--- src/rtl/vend_pkg.sv ---
// Shared types and helpers for the vending machine transaction controller.
package vend_pkg;

    localparam int CREDIT_W_DEF = 7;

    // Coin encoding used by both the acceptor and the change hopper.
    typedef enum logic [1:0] {
        COIN_1  = 2'd0,
        COIN_5  = 2'd1,
        COIN_10 = 2'd2,
        COIN_50 = 2'd3
    } coin_t;

    typedef enum logic [1:0] {
        ST_IDLE     = 2'd0,
        ST_COLLECT  = 2'd1,
        ST_DISPENSE = 2'd2,
        ST_CHANGE   = 2'd3
    } state_t;

    // Face value of a coin code.
    function automatic logic [7:0] coin_value(input logic [1:0] coin_type);
        logic [7:0] val;
        case (coin_type)
            COIN_1:  val = 8'd1;
            COIN_5:  val = 8'd5;
            COIN_10: val = 8'd10;
            COIN_50: val = 8'd50;
            default: val = 8'd0;
        endcase
        return val;
    endfunction

endpackage

--- src/rtl/vend_if.sv ---
// Signal bundle between the vending controller and its peripherals.
interface vend_if #(
    parameter int CREDIT_W = vend_pkg::CREDIT_W_DEF
);
    logic                coin_valid;
    logic [1:0]          coin_type;
    logic                sel_valid;
    logic [1:0]          sel_id;
    logic                cancel;
    logic                disp_ack;
    logic                chg_ready;
    logic [CREDIT_W-1:0] total_coin;
    logic [3:0]          avail;
    logic                disp_req;
    logic [1:0]          disp_id;
    logic                chg_valid;
    logic [1:0]          chg_coin;
    logic                coin_reject;
    logic                sel_deny;
    logic                busy;

    modport master (
        output coin_valid, coin_type, sel_valid, sel_id, cancel, disp_ack, chg_ready,
        input  total_coin, avail, disp_req, disp_id, chg_valid, chg_coin,
               coin_reject, sel_deny, busy
    );

    modport slave (
        input  coin_valid, coin_type, sel_valid, sel_id, cancel, disp_ack, chg_ready,
        output total_coin, avail, disp_req, disp_id, chg_valid, chg_coin,
               coin_reject, sel_deny, busy
    );
endinterface

--- src/rtl/vend_change_gen.sv ---
// Greedy change picker: largest denomination not exceeding the credit.
module vend_change_gen
    import vend_pkg::*;
#(
    parameter int CREDIT_W = CREDIT_W_DEF
) (
    input  logic [CREDIT_W-1:0] credit,
    output logic [1:0]          chg_coin,
    output logic [CREDIT_W-1:0] chg_value
);
    localparam logic [CREDIT_W-1:0] V50 = CREDIT_W'(coin_value(COIN_50));
    localparam logic [CREDIT_W-1:0] V10 = CREDIT_W'(coin_value(COIN_10));
    localparam logic [CREDIT_W-1:0] V5  = CREDIT_W'(coin_value(COIN_5));
    localparam logic [CREDIT_W-1:0] V1  = CREDIT_W'(coin_value(COIN_1));

    // Pick the denomination in 50/10/5/1 order; zero credit yields value 0.
    always_comb begin
        chg_coin  = COIN_1;
        chg_value = {CREDIT_W{1'b0}};
        if (credit >= V50) begin
            chg_coin  = COIN_50;
            chg_value = V50;
        end else if (credit >= V10) begin
            chg_coin  = COIN_10;
            chg_value = V10;
        end else if (credit >= V5) begin
            chg_coin  = COIN_5;
            chg_value = V5;
        end else if (credit >= V1) begin
            chg_coin  = COIN_1;
            chg_value = V1;
        end else begin
            chg_coin  = COIN_1;
            chg_value = {CREDIT_W{1'b0}};
        end
    end
endmodule

--- src/rtl/vend_ctrl.sv ---
// Vending transaction controller: credit, selection, dispense and change FSM.
module vend_ctrl
    import vend_pkg::*;
#(
    parameter int CREDIT_W   = CREDIT_W_DEF,
    parameter int MAX_CREDIT = 100,
    parameter int PRICE0     = 10,
    parameter int PRICE1     = 15,
    parameter int PRICE2     = 20,
    parameter int PRICE3     = 25
) (
    input  logic   clk,
    input  logic   reset,
    vend_if.slave  bus
);
    localparam logic [CREDIT_W:0]   MAX_EXT = (CREDIT_W+1)'(MAX_CREDIT);
    localparam logic [CREDIT_W-1:0] P0 = CREDIT_W'(PRICE0);
    localparam logic [CREDIT_W-1:0] P1 = CREDIT_W'(PRICE1);
    localparam logic [CREDIT_W-1:0] P2 = CREDIT_W'(PRICE2);
    localparam logic [CREDIT_W-1:0] P3 = CREDIT_W'(PRICE3);

    state_t              state_r, state_n_s;
    logic [CREDIT_W-1:0] credit_r, credit_n_s;
    logic                disp_req_r, disp_req_n_s;
    logic [1:0]          disp_id_r, disp_id_n_s;
    logic                chg_valid_r, chg_valid_n_s;
    logic [1:0]          chg_coin_r, chg_coin_n_s;
    logic [CREDIT_W-1:0] chg_val_r, chg_val_n_s;
    logic                coin_reject_r, coin_reject_n_s;
    logic                sel_deny_r, sel_deny_n_s;
    logic                busy_r, busy_n_s;

    logic [CREDIT_W:0]   coin_val_s;
    logic [CREDIT_W:0]   coin_sum_s;
    logic                coin_fits_s;
    logic [CREDIT_W-1:0] price_s;
    logic [CREDIT_W-1:0] credit_after_chg_s;
    logic [CREDIT_W-1:0] pick_in_s;
    logic [1:0]          pick_coin_s;
    logic [CREDIT_W-1:0] pick_val_s;

    // The add is one bit wider so an over-limit coin cannot wrap below MAX_CREDIT.
    assign coin_val_s  = (CREDIT_W+1)'(coin_value(bus.coin_type));
    assign coin_sum_s  = {1'b0, credit_r} + coin_val_s;
    assign coin_fits_s = (coin_sum_s <= MAX_EXT);

    // While a coin is on offer, look ahead to the credit left after it transfers
    // so the next coin is ready on the following cycle.
    assign credit_after_chg_s = credit_r - chg_val_r;
    assign pick_in_s          = chg_valid_r ? credit_after_chg_s : credit_r;

    vend_change_gen #(.CREDIT_W(CREDIT_W)) u_change_gen (
        .credit    (pick_in_s),
        .chg_coin  (pick_coin_s),
        .chg_value (pick_val_s)
    );

    // Price lookup for the requested drink.
    always_comb begin
        case (bus.sel_id)
            2'd0:    price_s = P0;
            2'd1:    price_s = P1;
            2'd2:    price_s = P2;
            2'd3:    price_s = P3;
            default: price_s = P0;
        endcase
    end

    // Next-state and next-output logic.
    always_comb begin
        state_n_s       = state_r;
        credit_n_s      = credit_r;
        disp_req_n_s    = disp_req_r;
        disp_id_n_s     = disp_id_r;
        chg_valid_n_s   = chg_valid_r;
        chg_coin_n_s    = chg_coin_r;
        chg_val_n_s     = chg_val_r;
        coin_reject_n_s = 1'b0;
        sel_deny_n_s    = 1'b0;
        case (state_r)
            ST_IDLE, ST_COLLECT: begin
                if ((state_r == ST_COLLECT) && bus.cancel) begin
                    state_n_s       = ST_CHANGE;
                    coin_reject_n_s = bus.coin_valid;
                    sel_deny_n_s    = bus.sel_valid;
                end else if (bus.coin_valid) begin
                    if (coin_fits_s) begin
                        credit_n_s = coin_sum_s[CREDIT_W-1:0];
                        state_n_s  = ST_COLLECT;
                    end else begin
                        coin_reject_n_s = 1'b1;
                    end
                    sel_deny_n_s = bus.sel_valid;
                end else if (bus.sel_valid) begin
                    if ((state_r == ST_COLLECT) && (credit_r >= price_s)) begin
                        credit_n_s   = credit_r - price_s;
                        disp_id_n_s  = bus.sel_id;
                        disp_req_n_s = 1'b1;
                        state_n_s    = ST_DISPENSE;
                    end else begin
                        sel_deny_n_s = 1'b1;
                    end
                end else begin
                    state_n_s = state_r;
                end
            end
            ST_DISPENSE: begin
                coin_reject_n_s = bus.coin_valid;
                sel_deny_n_s    = bus.sel_valid;
                if (disp_req_r && bus.disp_ack) begin
                    disp_req_n_s = 1'b0;
                    if (credit_r != {CREDIT_W{1'b0}}) begin
                        state_n_s = ST_CHANGE;
                    end else begin
                        state_n_s = ST_IDLE;
                    end
                end else begin
                    disp_req_n_s = disp_req_r;
                end
            end
            ST_CHANGE: begin
                coin_reject_n_s = bus.coin_valid;
                sel_deny_n_s    = bus.sel_valid;
                if (!chg_valid_r) begin
                    chg_valid_n_s = 1'b1;
                    chg_coin_n_s  = pick_coin_s;
                    chg_val_n_s   = pick_val_s;
                end else if (bus.chg_ready) begin
                    credit_n_s = credit_after_chg_s;
                    if (credit_after_chg_s == {CREDIT_W{1'b0}}) begin
                        state_n_s     = ST_IDLE;
                        chg_valid_n_s = 1'b0;
                        chg_coin_n_s  = 2'd0;
                        chg_val_n_s   = {CREDIT_W{1'b0}};
                    end else begin
                        chg_coin_n_s = pick_coin_s;
                        chg_val_n_s  = pick_val_s;
                    end
                end else begin
                    chg_valid_n_s = chg_valid_r;
                end
            end
            default: begin
                state_n_s     = ST_IDLE;
                credit_n_s    = {CREDIT_W{1'b0}};
                disp_req_n_s  = 1'b0;
                chg_valid_n_s = 1'b0;
            end
        endcase
        busy_n_s = (state_n_s == ST_DISPENSE) || (state_n_s == ST_CHANGE);
    end

    // State and output registers; reset discards any credit in flight.
    always_ff @(posedge clk or negedge reset) begin
        if (!reset) begin
            state_r       <= ST_IDLE;
            credit_r      <= {CREDIT_W{1'b0}};
            disp_req_r    <= 1'b0;
            disp_id_r     <= 2'd0;
            chg_valid_r   <= 1'b0;
            chg_coin_r    <= 2'd0;
            chg_val_r     <= {CREDIT_W{1'b0}};
            coin_reject_r <= 1'b0;
            sel_deny_r    <= 1'b0;
            busy_r        <= 1'b0;
        end else begin
            state_r       <= state_n_s;
            credit_r      <= credit_n_s;
            disp_req_r    <= disp_req_n_s;
            disp_id_r     <= disp_id_n_s;
            chg_valid_r   <= chg_valid_n_s;
            chg_coin_r    <= chg_coin_n_s;
            chg_val_r     <= chg_val_n_s;
            coin_reject_r <= coin_reject_n_s;
            sel_deny_r    <= sel_deny_n_s;
            busy_r        <= busy_n_s;
        end
    end

    assign bus.total_coin  = credit_r;
    assign bus.avail       = {credit_r >= P3, credit_r >= P2, credit_r >= P1, credit_r >= P0};
    assign bus.disp_req    = disp_req_r;
    assign bus.disp_id     = disp_id_r;
    assign bus.chg_valid   = chg_valid_r;
    assign bus.chg_coin    = chg_coin_r;
    assign bus.coin_reject = coin_reject_r;
    assign bus.sel_deny    = sel_deny_r;
    assign bus.busy        = busy_r;

endmodule
--- src/flat_wrapper.sv ---
// flat-port wrapper written by rule: the top's interface ports become plain ports
module vend_ctrl_flat import vend_pkg::*;
#(
    parameter int CREDIT_W   = CREDIT_W_DEF,
    parameter int MAX_CREDIT = 100,
    parameter int PRICE0     = 10,
    parameter int PRICE1     = 15,
    parameter int PRICE2     = 20,
    parameter int PRICE3     = 25
)
  (clk, reset, bus_coin_valid, bus_coin_type, bus_sel_valid, bus_sel_id, bus_cancel, bus_disp_ack, bus_chg_ready, bus_total_coin, bus_avail, bus_disp_req, bus_disp_id, bus_chg_valid, bus_chg_coin, bus_coin_reject, bus_sel_deny, bus_busy);
  vend_if #(.CREDIT_W(CREDIT_W)) bus_i ();
  input  logic clk;
  input  logic reset;
  input wire logic [$bits(bus_i.coin_valid)-1:0] bus_coin_valid;
  input wire logic [$bits(bus_i.coin_type)-1:0] bus_coin_type;
  input wire logic [$bits(bus_i.sel_valid)-1:0] bus_sel_valid;
  input wire logic [$bits(bus_i.sel_id)-1:0] bus_sel_id;
  input wire logic [$bits(bus_i.cancel)-1:0] bus_cancel;
  input wire logic [$bits(bus_i.disp_ack)-1:0] bus_disp_ack;
  input wire logic [$bits(bus_i.chg_ready)-1:0] bus_chg_ready;
  output wire logic [$bits(bus_i.total_coin)-1:0] bus_total_coin;
  output wire logic [$bits(bus_i.avail)-1:0] bus_avail;
  output wire logic [$bits(bus_i.disp_req)-1:0] bus_disp_req;
  output wire logic [$bits(bus_i.disp_id)-1:0] bus_disp_id;
  output wire logic [$bits(bus_i.chg_valid)-1:0] bus_chg_valid;
  output wire logic [$bits(bus_i.chg_coin)-1:0] bus_chg_coin;
  output wire logic [$bits(bus_i.coin_reject)-1:0] bus_coin_reject;
  output wire logic [$bits(bus_i.sel_deny)-1:0] bus_sel_deny;
  output wire logic [$bits(bus_i.busy)-1:0] bus_busy;
  assign bus_i.coin_valid = bus_coin_valid;
  assign bus_i.coin_type = bus_coin_type;
  assign bus_i.sel_valid = bus_sel_valid;
  assign bus_i.sel_id = bus_sel_id;
  assign bus_i.cancel = bus_cancel;
  assign bus_i.disp_ack = bus_disp_ack;
  assign bus_i.chg_ready = bus_chg_ready;
  assign bus_total_coin = bus_i.total_coin;
  assign bus_avail = bus_i.avail;
  assign bus_disp_req = bus_i.disp_req;
  assign bus_disp_id = bus_i.disp_id;
  assign bus_chg_valid = bus_i.chg_valid;
  assign bus_chg_coin = bus_i.chg_coin;
  assign bus_coin_reject = bus_i.coin_reject;
  assign bus_sel_deny = bus_i.sel_deny;
  assign bus_busy = bus_i.busy;
  vend_ctrl #(.CREDIT_W(CREDIT_W), .MAX_CREDIT(MAX_CREDIT), .PRICE0(PRICE0), .PRICE1(PRICE1), .PRICE2(PRICE2), .PRICE3(PRICE3)) u_core (.clk(clk), .reset(reset), .bus(bus_i));
endmodule
--- config.mk ---
export PLATFORM = sky130hd
export DESIGN_NAME = vend_ctrl_flat
export DESIGN_NICKNAME = d
export VERILOG_FILES = /design/src/rtl/vend_pkg.sv /design/src/rtl/vend_if.sv /design/src/rtl/vend_change_gen.sv /design/src/rtl/vend_ctrl.sv /design/src/flat_wrapper.sv
export SDC_FILE = /design/constraint.sdc
export NUM_CORES = 1
export LEC_CHECK = 0
export BUFFER_PORTS_ARGS = -buffer_cell sky130_fd_sc_hd__buf_2
export CORE_MARGIN = 4
export CORE_UTILIZATION = 48
export DETAILED_ROUTE_END_ITERATION = 12
export PLACE_DENSITY = 0.69
export SYNTH_ARGS = -nofsm -noshare
export SYNTH_HDL_FRONTEND = slang
export SYNTH_SLANG_ARGS = --single-unit
--- constraint.sdc ---
create_clock -name clk -period 5.9 [get_ports clk]
set_clock_uncertainty 0.05 [all_clocks]
set_input_delay 0 -clock clk [delete_from_list [all_inputs] [get_ports clk]]
set_output_delay 0 -clock clk [all_outputs]
set_load 0.03 [all_outputs]
# ---- Word level (Yosys, flattened, before mapping)
# Index checks and enable logic that the tools add are counted.
dict set report word_totals {
  ff_bits 25
  elab_cells 117
}
dict set report op_classes {
  reduce_logical 17
  addsub 3
  magnitude_cmp 10
  n_eq_ne 22
  bitwise 2
  mux 53
}
# op n
set op_table {}
lappend op_table {{$mux W7} 10}
lappend op_table {{$pmux W8 S4} 1}
lappend op_table {{$mux W2} 15}
lappend op_table {{$pmux W7 S4} 1}
lappend op_table {{$ge A7 B4 Y1 const B} 3}
lappend op_table {{$mux W1} 17}
lappend op_table {{$eq A2 B2 Y1 const B} 8}
lappend op_table {{$ge A7 B5 Y1 const B} 2}
lappend op_table {{$pmux W7 S2} 1}
lappend op_table {{$sub A7 B7 Y7} 2}
lappend op_table {{$mux W6} 2}
lappend op_table {{$ne A2 B2 Y1 const B} 5}
lappend op_table {{$add A7 B8 Y8} 1}
lappend op_table {{$le A8 B7 Y1 const B} 1}
lappend op_table {{$ge A7 B1 Y1 const B} 1}
lappend op_table {{$ge A7 B3 Y1 const B} 1}
lappend op_table {{$ge A7 B6 Y1 const B} 1}
lappend op_table {{$ge A7 B7 Y1} 1}
lappend op_table {{$logic_not A7 Y1} 1}
lappend op_table {{$reduce_and A7 Y1} 1}
lappend op_table {{$reduce_bool A7 Y1} 1}
lappend op_table {{$eq A2 B1 Y1 const B} 3}
lappend op_table {{$logic_not A2 Y1} 3}
lappend op_table {{$ne A2 B1 Y1 const B} 3}
lappend op_table {{14 further kinds} 22}

# ---- Logic depth before layout (Yosys ltp)
dict set report depth {
  depth_word 11
  depth_mapped 11
}

# ---- By module
# A second synthesis with hierarchy kept.
dict set report hier_totals {
  cells_unflattened 279
  hier_area_um2 2403.6
}
# mod area_each_um2 cells_each instances
set modules_own_cells {}
lappend modules_own_cells {vend_ctrl 2293.4 261 1}
lappend modules_own_cells {vend_change_gen 110.1 18 1}

# ---- Worst setup path before layout
# Ideal clock, no wire load.
dict set report synth_timing {
  path_type {register to register}
  startpoint {register u_core.credit_r[1], in the netlist u_core.bus.total_coin[1]}
  endpoint {register u_core.credit_r[1], in the netlist u_core.bus.total_coin[1]}
  slack_ps 2997
  setup_time_ps 125
  required_time_ps 5725
  arrival_time_ps 2728
  path_stages_with_launch 9
  period_less_slack_ps 2903
  cell_sequence {dfrtp_1 ha_1 a211o_1 a21oi_2 mux2_4 xor2_2 o311ai_2 o21ai_4 mux2_2}
}
dict set report synth_via {
  elab_chain_cells 6
  word_cells_on_any_way 17
  cone_classes {add/sub: 3; order compare: 2; eq/ne: 2; mux: 8; reduce/logical: 2}
}
# item line
set synth_lines {}
lappend synth_lines {{from (decl)} vend_ctrl.sv:23} ;# logic [CREDIT_W-1:0] credit_r, credit_n_s;
lappend synth_lines {{from (signal assigned)} vend_ctrl.sv:157} ;# credit_r <= {CREDIT_W{1'b0}};
lappend synth_lines {{from (signal assigned)} vend_ctrl.sv:168} ;# credit_r <= credit_n_s;
lappend synth_lines {{branches (longest 6 deep; another with $add A7 B8 Y8)} n/a}
# Parallel ways; which one is timed is not known. The select of a mux whose other input is x is not followed.
# A chain may end at the register's enable or synchronous reset.

# ---- Worst setup path in the final report
dict set report layout_timing {
  startpoint {register u_core.credit_r[0], in the netlist u_core.bus.total_coin[0]}
  endpoint {register u_core.chg_valid_r, in the netlist u_core.bus.chg_valid}
}
dict set report layout_via {
  elab_chain_cells 5
}
# item line
set layout_lines {}
lappend layout_lines {{$sub A7 B7 Y7} vend_ctrl.sv:49} ;# assign credit_after_chg_s = credit_r - chg_val_r;
lappend layout_lines {{$logic_not A7 Y1} vend_ctrl.sv:130} ;# if (credit_after_chg_s == {CREDIT_W{1'b0}}) begin
lappend layout_lines {{$mux W1} vend_ctrl.sv:130}
lappend layout_lines {{$mux W1} vend_ctrl.sv:128} ;# end else if (bus.chg_ready) begin
lappend layout_lines {{$mux W1} vend_ctrl.sv:124} ;# if (!chg_valid_r) begin
lappend layout_lines {{to (signal assigned)} vend_ctrl.sv:171} ;# chg_valid_r <= chg_valid_n_s;
lappend layout_lines {{to (decl)} vend_ctrl.sv:26} ;# logic chg_valid_r, chg_valid_n_s;
# Every way passes these cells.

==> summary by stage <==
Finish
The area overhead of the layout relative to synthesis is 10.9%. The final cell area excluding filler cells is 0.00249 mm2. The total inserted antenna cells is 0. The library cells used most frequently in the layout, excluding fill and tap cells, are 30 x buf_2, 25 x nand2_1, 22 x dfrtp_1.

The fraction of the core area covered by cells at the end of the flow is 0.561. The commonest non-fill, non-tap cell in the layout is buf_2. Of the cells placed in the final design, the portion with a size suffix greater than 1 is 0.188. The final net count is 327.

Synth
The number of unique standard cell types used by synthesis is 62. The count of mapped cells out of synthesis is 265. The proportion of register bits with asynchronous set or reset after synthesis is 1.00. The number of synthesized register bits is 22. Summing every instance area after synthesis gives 0.00225 mm2. The share of the Yosys chip area taken by registers is 0.245. Among all flip-flop cells after synthesis, the most frequent one is dfrtp_1. The number of enable-type register cells in the synthesized netlist is 0. The average cell area after synthesis is 8.49 um2.

The Yosys step of the flow raised 0 warnings. The post-synth net total is 298.

Die
The number of rows in the core area is 24. The initial core utilization is 0.506. Pin placement for this block handled 31 I/O pins. The die covers 0.00585 mm2. The die height is 76.5 um.

The x dimension of the die is 76.5 um. The placeable core region is 0.00444 mm2.

Timing
The final hold violation count is 0. The setup-violating endpoint count in the final report is 0. The worst-case headroom to the max-slew limit is 0.610.

The max-slew violation count was 0. In the finished design, the share of the clock period the worst path needs comes to 0.565. After routing, the total negative slack on setup checks comes to 0 ns. The final critical delay including setup and external delays is 3.33 ns. Setup repair after global routing left no endpoint under its margin. The slew at the pin with the worst max-slew slack is 0.578 ns. The maximum clock rate is 300 MHz.

Placed design
After legalization and detailed placement, the total HPWL measured 4410 um. Summing all placed instances gives a cell area of 0.00239 mm2. The total of buffers placed on input and output ports is 30. Routability-driven placement finished with a final weighted congestion of 0.904.

Critical path
STA classifies the critical path endpoint as a flop. The startpoint type of the worst setup path is a flop. The worst-case register-to-register setup slack is 2.57 ns. The startpoint of the most critical register-to-register path is u_core.bus.total_coin[0]$_DFFE_PN0P_. The data arrival time of the worst path is 3.41 ns. The data required time at the worst endpoint is 5.97 ns.

In this run the worst path has a maximum fanout of 8. The depth of the worst register-to-register path is 10. The worst setup path is of the reg2reg kind. The critical register-to-register path endpoint is u_core.bus.chg_valid$_DFFE_PN0P_.

Clock network
The number of levels the H-tree was split into is 1. Counting along the longest clock path gives a buffer depth of 2. The post-CTS clock slew at the launch and capture registers of the worst setup and hold paths is 0.08 ns.

Buffers added to address setup during post-CTS repair amount to 0. TritonCTS built the clock tree. CTS saw 22 sinks.

The clock latency reported for the late side of the worst-skew pair is 0.27 ns. In this run the clock root is driven by a clkbuf_8. Clock tree synthesis inserted a total of 3 buffers.

Drt
The first-pass iteration count of the detailed router is 4. In the detailed route, the total length drawn on met3 is 242 um. The detail route stage leaves a number of antenna-violating nets equal to 0. The wire length reported by the detailed router is 5670 um. The top routing layer in use is met4.

The total routed wire length on the met1 layer is 2600 um. The number of DRC violations after detailed-routing iteration 0 is 174. The ratio of routed vias to standard cells is 5.98. The number of DRC violations after detailed routing is 0. The final routed wire length divided by cell count is 16.4 um. The amount of wire on met2 after detailed routing is 2720 um.

For this block, the via count after detailed routing is 2064.

Hold path
The critical hold path startpoint is bus_sel_id[0]. The worst hold path terminates at u_core.bus.disp_id[0]$_DFFE_PN0P_. Along the worst hold path, the cell count comes to 3. The path class of the lowest-slack min-delay path is in2reg.

Status
The flow ran to the end, and the final reports show no timing, DRC or antenna violations.

Global routing
The first global-routing pass estimated 9650 um of wire. Entering global routing, the biggest net connects 23 pins. The number of antenna violations at the first check in global routing came to 0.

The overflow left after global routing is 0. For this run, the total global-route usage over all layers was measured as 0.202. The number of global-route vias before repair came to 1970.

Flow run
The tool flagged a number of max-cap violations equal to 0.
[per-stage QoR]
| stage | worst slack (ns) | cells | hold slack, ns |
|---|---|---|---|
| 2_1_floorplan | 3.00 | 265 | -0.346 |
| 3_3_place_gp | 2.64 | 338 | -0.0623 |
| 3_5_place_dp | 2.61 | 338 | -0.0505 |
| 4_1_cts | 2.60 | 345 | 0.0224 |
| 5_1_grt | 2.30 | 345 | 0.0516 |
| 6_report | 2.57 | 345 | 0.0274 |
[Yosys cell counts (4+ instances only)]
library cell / n / area (um2)
or2_2: 4 / 25.0
dfrtp_1: 22 / 551
nand3_1: 7 / 35.0
mux2_2: 5 / 56.3
nor2b_1: 7 / 43.8
ha_1: 19 / 238
a22o_1: 6 / 52.6
o21a_1: 5 / 37.5
nor2_1: 21 / 78.8
o21ai_0: 20 / 100
xnor2_1: 8 / 70.1
a211oi_1: 8 / 60.1
nor3_1: 8 / 40.0
o211ai_1: 5 / 37.5
a21oi_1: 12 / 60.1
nand2_1: 25 / 93.8
inv_1: 15 / 56.3
nand2b_1: 4 / 25.0
[cell type report]
| class | count | area (um2) |
|---|---|---|
| repair buffers | 33 | 180 |
| well taps | 52 | 65.1 |
| clock inverters | 1 | 30.0 |
| multi-input cells | 218 | 1570 |
| fillers | 418 | 1950 |
| clock buffers | 3 | 41.3 |
| inverters | 16 | 60.1 |
| flip-flops and latches | 22 | 551 |
[critical path, cell delays in order, from the launching register on]
cell	delay (ns)
dfrtp_1	0.49
inv_1	0.16
ha_1	0.19
inv_1	0.06
fa_1	0.42
a21o_1	0.18
a21oi_1	0.16
xor2_1	0.38
nand4_1	0.28
o41ai_1	0.65
o21ai_0	0.17
[timing repair]
action	CTS	global route
hold buffers	3	0
gates resized for setup	0	0
hold endpoints to repair	24	0
[worst max path at each step]
stage | startpoint | endpoint | depth (start not counted)
2_1_floorplan | u_core.bus.total_coin[1]$_DFFE_PN0P_ | u_core.bus.total_coin[1]$_DFFE_PN0P_ | 8
3_3_place_gp | u_core.bus.total_coin[0]$_DFFE_PN0P_ | u_core.chg_val_r[3]$_DFFE_PN0P_ | 11
3_5_place_dp | u_core.bus.total_coin[0]$_DFFE_PN0P_ | u_core.chg_val_r[3]$_DFFE_PN0P_ | 11
4_1_cts | u_core.bus.total_coin[0]$_DFFE_PN0P_ | u_core.chg_val_r[3]$_DFFE_PN0P_ | 11
5_1_grt | u_core.bus.total_coin[0]$_DFFE_PN0P_ | u_core.bus.chg_valid$_DFFE_PN0P_ | 10
6_report | u_core.bus.total_coin[0]$_DFFE_PN0P_ | u_core.bus.chg_valid$_DFFE_PN0P_ | 10
[routing by layer]
layer  GRT usage  vias up
met1       0.267      964
li1            -     1027
met3      0.0319       12
met2       0.331       61
met5           0        -
met4      0.0725        0
[registers in the layout, summed over array words and instances, names as in the netlist]
name	count
u_core.bus.disp_req	1
u_core.bus.sel_deny	1
u_core.bus.chg_coin	1
u_core.bus.coin_reject	1
u_core.bus.disp_id	2
u_core.bus.chg_valid	1
u_core.state_r	2
u_core.chg_val_r	5
u_core.bus.total_coin	7
u_core.bus.busy	1
[cells by family (layout without fill, tap and decap cells)]
family          Yosys count  in the layout  share of synthesized area
fa+ha+maj                22             22                      0.132
mux                       8              8                     0.0406
buf+inv                  25             53                     0.0584
simple gates             92             92                      0.205
xor+xnor                 12             12                     0.0501
compound gates           84             84                      0.269
flops                    22             22                      0.245
Power is not shown: default switching activity piles up to over one toggle a cycle in this logic, so the estimate is an artifact.
